<file path="src/rtl/multi_led_sequencer.sv">
// multi_led_sequencer: NUM_CH independent LED channels (OFF / ON / BLINK / BURST)
// sharing one free-running prescaler tick. All outputs come straight from flops.

module multi_led_seq_ch #(
   parameter int HALF_W = 12,
   parameter int CNT_W  = 8
) (
   input  logic              clk,
   input  logic              reset,
   input  logic              tick,
   input  logic              we,
   input  logic [1:0]        mode,
   input  logic [HALF_W-1:0] half,
   input  logic [CNT_W-1:0]  count,
   output logic              led,
   output logic              busy,
   output logic              done
);
   typedef enum logic [1:0] {M_OFF = 2'd0, M_ON = 2'd1, M_BLINK = 2'd2, M_BURST = 2'd3} mode_e;

   mode_e             mode_q, mode_d;
   logic [HALF_W-1:0] half_q, half_d;
   logic [HALF_W-1:0] phase_q, phase_d;
   logic [CNT_W-1:0]  rem_q, rem_d;
   logic              led_d, busy_d, done_d, burst_end;

   always_ff @(posedge clk) begin
      if (reset) begin
         mode_q  <= M_OFF;
         half_q  <= HALF_W'(1);
         phase_q <= '0;
         rem_q   <= '0;
         led     <= 1'b0;
         busy    <= 1'b0;
         done    <= 1'b0;
      end else begin
         mode_q  <= mode_d;
         half_q  <= half_d;
         phase_q <= phase_d;
         rem_q   <= rem_d;
         led     <= led_d;
         busy    <= busy_d;
         done    <= done_d;
      end
   end

   // A write always beats a same-cycle tick; rem_q is >=1 whenever BURST is live.
   always_comb begin
      mode_d    = mode_q;
      half_d    = half_q;
      phase_d   = phase_q;
      rem_d     = rem_q;
      led_d     = led;
      burst_end = 1'b0;
      if (we) begin
         mode_d  = mode_e'(mode);
         half_d  = (half == '0) ? HALF_W'(1) : half;
         phase_d = '0;
         rem_d   = count;
         led_d   = (mode != 2'd0);
         if (mode == 2'd3 && count == '0) begin
            mode_d    = M_OFF;
            led_d     = 1'b0;
            burst_end = 1'b1;
         end
      end else if (tick && (mode_q == M_BLINK || mode_q == M_BURST)) begin
         if (phase_q == half_q - HALF_W'(1)) begin
            phase_d = '0;
            led_d   = ~led;
            if (mode_q == M_BURST && led) begin
               rem_d = rem_q - CNT_W'(1);
               if (rem_q == CNT_W'(1)) begin
                  mode_d    = M_OFF;
                  led_d     = 1'b0;
                  burst_end = 1'b1;
               end
            end
         end else begin
            phase_d = phase_q + HALF_W'(1);
         end
      end
   end

   always_comb begin
      busy_d = (mode_d == M_BLINK) || (mode_d == M_BURST);
      done_d = burst_end;
   end
endmodule

module multi_led_sequencer #(
   parameter int CLK_FREQ_HZ = 48_000_000,
   parameter int TICK_HZ     = 1000,
   parameter int NUM_CH      = 4,
   parameter int HALF_W      = 12,
   parameter int CNT_W       = 8
) (
   input  logic                                             clk,
   input  logic                                             reset,
   input  logic                                             cfg_we,
   input  logic [((NUM_CH > 1) ? $clog2(NUM_CH) : 1)-1:0]   cfg_ch,
   input  logic [1:0]                                       cfg_mode,
   input  logic [HALF_W-1:0]                                cfg_half,
   input  logic [CNT_W-1:0]                                 cfg_count,
   output logic [NUM_CH-1:0]                                led,
   output logic [NUM_CH-1:0]                                busy,
   output logic [NUM_CH-1:0]                                done,
   output logic                                             tick
);
   localparam int PRESC = CLK_FREQ_HZ / TICK_HZ;
   localparam int PW    = $clog2(PRESC);

   logic [PW-1:0] presc_q, presc_d;

   assign presc_d = (presc_q == PW'(PRESC - 1)) ? '0 : presc_q + PW'(1);

   // tick is registered from the look-ahead count so it is high exactly while presc_q == PRESC-1.
   always_ff @(posedge clk) begin
      if (reset) begin
         presc_q <= '0;
         tick    <= 1'b0;
      end else begin
         presc_q <= presc_d;
         tick    <= (presc_d == PW'(PRESC - 1));
      end
   end

   for (genvar i = 0; i < NUM_CH; i++) begin : g_ch
      logic we_i;
      // Equality against an in-range index also drops writes to cfg_ch >= NUM_CH.
      assign we_i = cfg_we && (32'(cfg_ch) == 32'(i));
      multi_led_seq_ch #(.HALF_W(HALF_W), .CNT_W(CNT_W)) u_ch (
         .clk   (clk),
         .reset (reset),
         .tick  (tick),
         .we    (we_i),
         .mode  (cfg_mode),
         .half  (cfg_half),
         .count (cfg_count),
         .led   (led[i]),
         .busy  (busy[i]),
         .done  (done[i])
      );
   end
endmodule
</file>
<file path="config.mk">
export PLATFORM = sky130hd
export DESIGN_NAME = multi_led_sequencer
export DESIGN_NICKNAME = d
export VERILOG_FILES = /design/src/rtl/multi_led_sequencer.sv
export SDC_FILE = /design/constraint.sdc
export NUM_CORES = 1
export LEC_CHECK = 0
export BUFFER_PORTS_ARGS = -buffer_cell sky130_fd_sc_hd__buf_2
export CAP_MARGIN = 5
export CORE_MARGIN = 2
export CORE_UTILIZATION = 60
export DETAILED_ROUTE_END_ITERATION = 8
export GPL_TIMING_DRIVEN = 0
export PLACE_DENSITY_LB_ADDON = 0.25
export SYNTH_ARGS = -nofsm -noshare
export SYNTH_HDL_FRONTEND = slang
export SYNTH_SLANG_ARGS = --single-unit
</file>
<file path="constraint.sdc">
create_clock -name clk -period 3.5 [get_ports clk]
set_input_delay 0.7 -clock clk [delete_from_list [all_inputs] [get_ports clk]]
set_output_delay 0.7 -clock clk [all_outputs]
set_load 0.01 [all_outputs]
</file>
==> impl_metrics.ini <==
[routing]
ant_nets = 0
drtIter0Drc = 717
dr.pass1.iters = 5
vias = 8805
drc = 0
wire_per_inst_um = 17.3
wirelength_um = 24600
vias_per_cell = 6.17

[final_layout]
areaGrowthSynthToFinish_pct = 11.0
nNetsFinal = 1272
n_antenna_cell = 0
drive_gt1_share_pct = 9.11
postLayoutCoreUtil_pct = 67.8
n_fill_cell = 1272

[synthesis]
synth-compound-area-share_pct = 14.6
ys_seq_elements = 165
synthMuxAreaShare_pct = 0.326
synth_edf_count = 0
synth_nets = 1215
synth-simple-area-share_pct = 31.1
synth-xor-area-share_pct = 10.9
yosys_warnings = 0
syn_inst = 1170
syn_area_um2 = 9210
synth.most_common_cell = nand2_1
synthFlopType = dfxtp_1
yosys-top-cells-count = nand2_1, dfxtp_1, nor2_1
seq_area_frac_synth_pct = 35.9
netlist.area_leader.share_pct = 35.9
synth_area_leaders = dfxtp_1, nand2_1, xor2_1
synth_top_family_by_area = simple AND/OR/NAND/NOR gates
synth_top_cell_by_area = dfxtp_1
yosysUniqueCellTypes = 72
ys_async_sr_fraction_pct = 0
avgSynthCellArea_um2 = 7.87
synth-adder-area-share_pct = 2.44

[floorplan]
io_pins = 40
die_area_um2 = 16400
start_util_pct = 61.0
rows = 45
die_w_um = 128
core_um2 = 15100
die_y_um = 128

[timing]
skew_ns = 0.00781
setup-tns-final_ns = 0
timing.fmax_ghz = 0.313
rsz0062_at_grt = no
max-slew-margin-rel_pct = 32.9
hold_violations = 0
final.min_clock_period_ns = 3.19
drv_slew = 0
setup_viol = 0
tightest_slew_ns = 1.00
setup_ws_ns = 0.308
finalCritPeriodShare_pct = 91.2

[cts]
clkSinkCount = 165
cts_buffer_depth = 2
postCtsHoldBufs = 0
cts_tree = yes
htree_levels = 4
clkLatencyLatePin_ns = 0.44
path_clk_slew_ns = 0.07
cts-root-buf = clkbuf_16
cts_buffers = 17

[critical_path]
critPathMaxStageDelay_ns = 0.64
cp-end-kind = flop
cp_top_family = simple AND/OR/NAND/NOR gates
crit_top_cell = clkbuf_1
critPathRequiredTime_ns = 3.83
setup.worst_path.class = reg -> reg
cp_cell_sequence = clkbuf_1 > inv_1 > ha_1 > clkbuf_1 > or4b_2 > nor4_1 > a311oi_1 > a21oi_1 > and3_1 > buf_2 > mux2i_1 > a2bb2o_1
worst-path-buf-inv = 4
critPathSlowestCell = or4b_2
start_kind = flop
arrival_ns = 3.52
cp_max_fo = 10

[pwr]
peakVddDrop_mv = 0.408
power.density_nw_per_um2 = 421
p_leak_nw = 3.71

[job]
maxCapViolCount = 0

[min_path]
hold_class = reg -> reg

[global_routing]
grt_start_max_net_pins = 17
grt_use_total_pct = 31.0
grt_pass1_wl_um = 40700
antenna_found_initial = 0
grt_pass1_vias = 8233
overflow = 0

[placement]
gp_congestion = 0.980
numPortBuffers = 38
dp_hpwl_um = 17600
pre_cts_slack_ns = 0.246

[run_status]
status = complete, no violations
==> final cells by class <==
cell class / instances / area, um^2 / area share [%]
multi-input combinational: 907 / 5490 / 53.7
buffer: 72 / 337 / 3.29
clock buffer: 19 / 453 / 4.43
sequential: 165 / 3300 / 32.3
clock inverter: 13 / 123 / 1.20
inverter: 26 / 97.6 / 0.955
tap: 188 / 235 / 2.30
timing repair buffer: 38 / 190 / 1.86
==> metal layers <==
metal | wire (um) | share of wire, % | up-vias | global-route usage (%)
li1 | - | - | 4264 | -
met2 | 11000 | 45 | 364 | 48.4
met4 | 530 | 2.2 | 0 | 11.1
met5 | 0 | 0 | - | 0
met3 | 2080 | 8.4 | 46 | 6.30
met1 | 11000 | 45 | 4131 | 42.8
==> final timing paths <==
| check | depth (start not counted) | start | endpoint | slack [ns] |
|---|---|---|---|---|
| worst max-delay path | 12 | g_ch[3].u_ch.half_q[0] | g_ch[3].u_ch.rem_q[1] | 0.31 |
| worst min-delay path | 2 | g_ch[1].u_ch.half_q[11] | g_ch[1].u_ch.half_q[11] | 0.48 |
| worst max register to register | 12 | g_ch[3].u_ch.half_q[0] | g_ch[3].u_ch.rem_q[1] | 0.31 |
| worst min register to register | 2 | g_ch[1].u_ch.half_q[11] | g_ch[1].u_ch.half_q[11] | 0.48 |
==> kinds of logic (layout without fill, tap and decap cells) <==
| logic type | after synthesis | count (layout) |
|---|---|---|
| flops | 165 | 165 |
| mux | 3 | 3 |
| buf+inv | 98 | 168 |
| fa+ha+maj | 18 | 18 |
| xor+xnor | 115 | 115 |
| simple gates | 568 | 568 |
| compound gates | 203 | 203 |
==> power by group <==
| group | internal, mW | switching [mW] | leakage (nW) |
|---|---|---|---|
| sequential | 1.92 | 0.0555 | 1.34 |
| clock | 1.02 | 0.816 | 0.273 |
| combinational | 0.173 | 0.307 | 2.10 |
| total | 3.12 | 1.18 | 3.71 |
==> repair_timing <==
action,in CTS,in global routing
setup endpoints to repair,0,11
endpoints found under the hold margin,0,0
setup buffers,0,0
gates resized for setup,0,2
==> stage by stage <==
step	cell area (um^2)	hold WS (ns)	total power [mW]	cells
6_report	10200	0.477	4.30	1428
5_1_grt	10200	0.491	4.44	1428
4_1_cts	10200	0.481	4.29	1428
3_5_place_dp	9640	0.472	2.48	1396
3_3_place_gp	9640	0.456	2.47	1396
2_1_floorplan	9210	0.448	2.33	1170
==> flip-flops by register name (all words and copies together) (netlist names) <==
name,cells
g_ch.u_ch.done,4
g_ch.u_ch.phase_q,48
g_ch.u_ch.half_q,48
g_ch.u_ch.mode_q,8
tick,1
presc_q,16
g_ch.u_ch.busy,4
g_ch.u_ch.led,4
g_ch.u_ch.rem_q,32
==> layout by cell type (no fill, tap or decap), types with 24 or more instances in the layout <==
| master | n |
|---|---|
| nand2_1 | 171 |
| clkbuf_1 | 49 |
| inv_1 | 26 |
| buf_2 | 43 |
| nand3_1 | 44 |
| nand4_1 | 24 |
| dfxtp_1 | 165 |
| xnor2_1 | 53 |
| o21ai_0 | 34 |
| nor4_1 | 27 |
| xor2_1 | 62 |
| nor3_1 | 50 |
| nor2_1 | 122 |
| a21oi_1 | 71 |
==> worst register-to-register path, cell delays in order, from the launching register on <==
cell      delay [ns]
dfxtp_1         0.30
clkbuf_1        0.18
inv_1           0.12
ha_1            0.14
clkbuf_1        0.32
or4b_2          0.65
nor4_1          0.29
a311oi_1        0.11
a21oi_1         0.24
and3_1          0.19
buf_2           0.21
mux2i_1         0.10
a2bb2o_1        0.24
No activity file was read; power rests on OpenSTA's default activity.
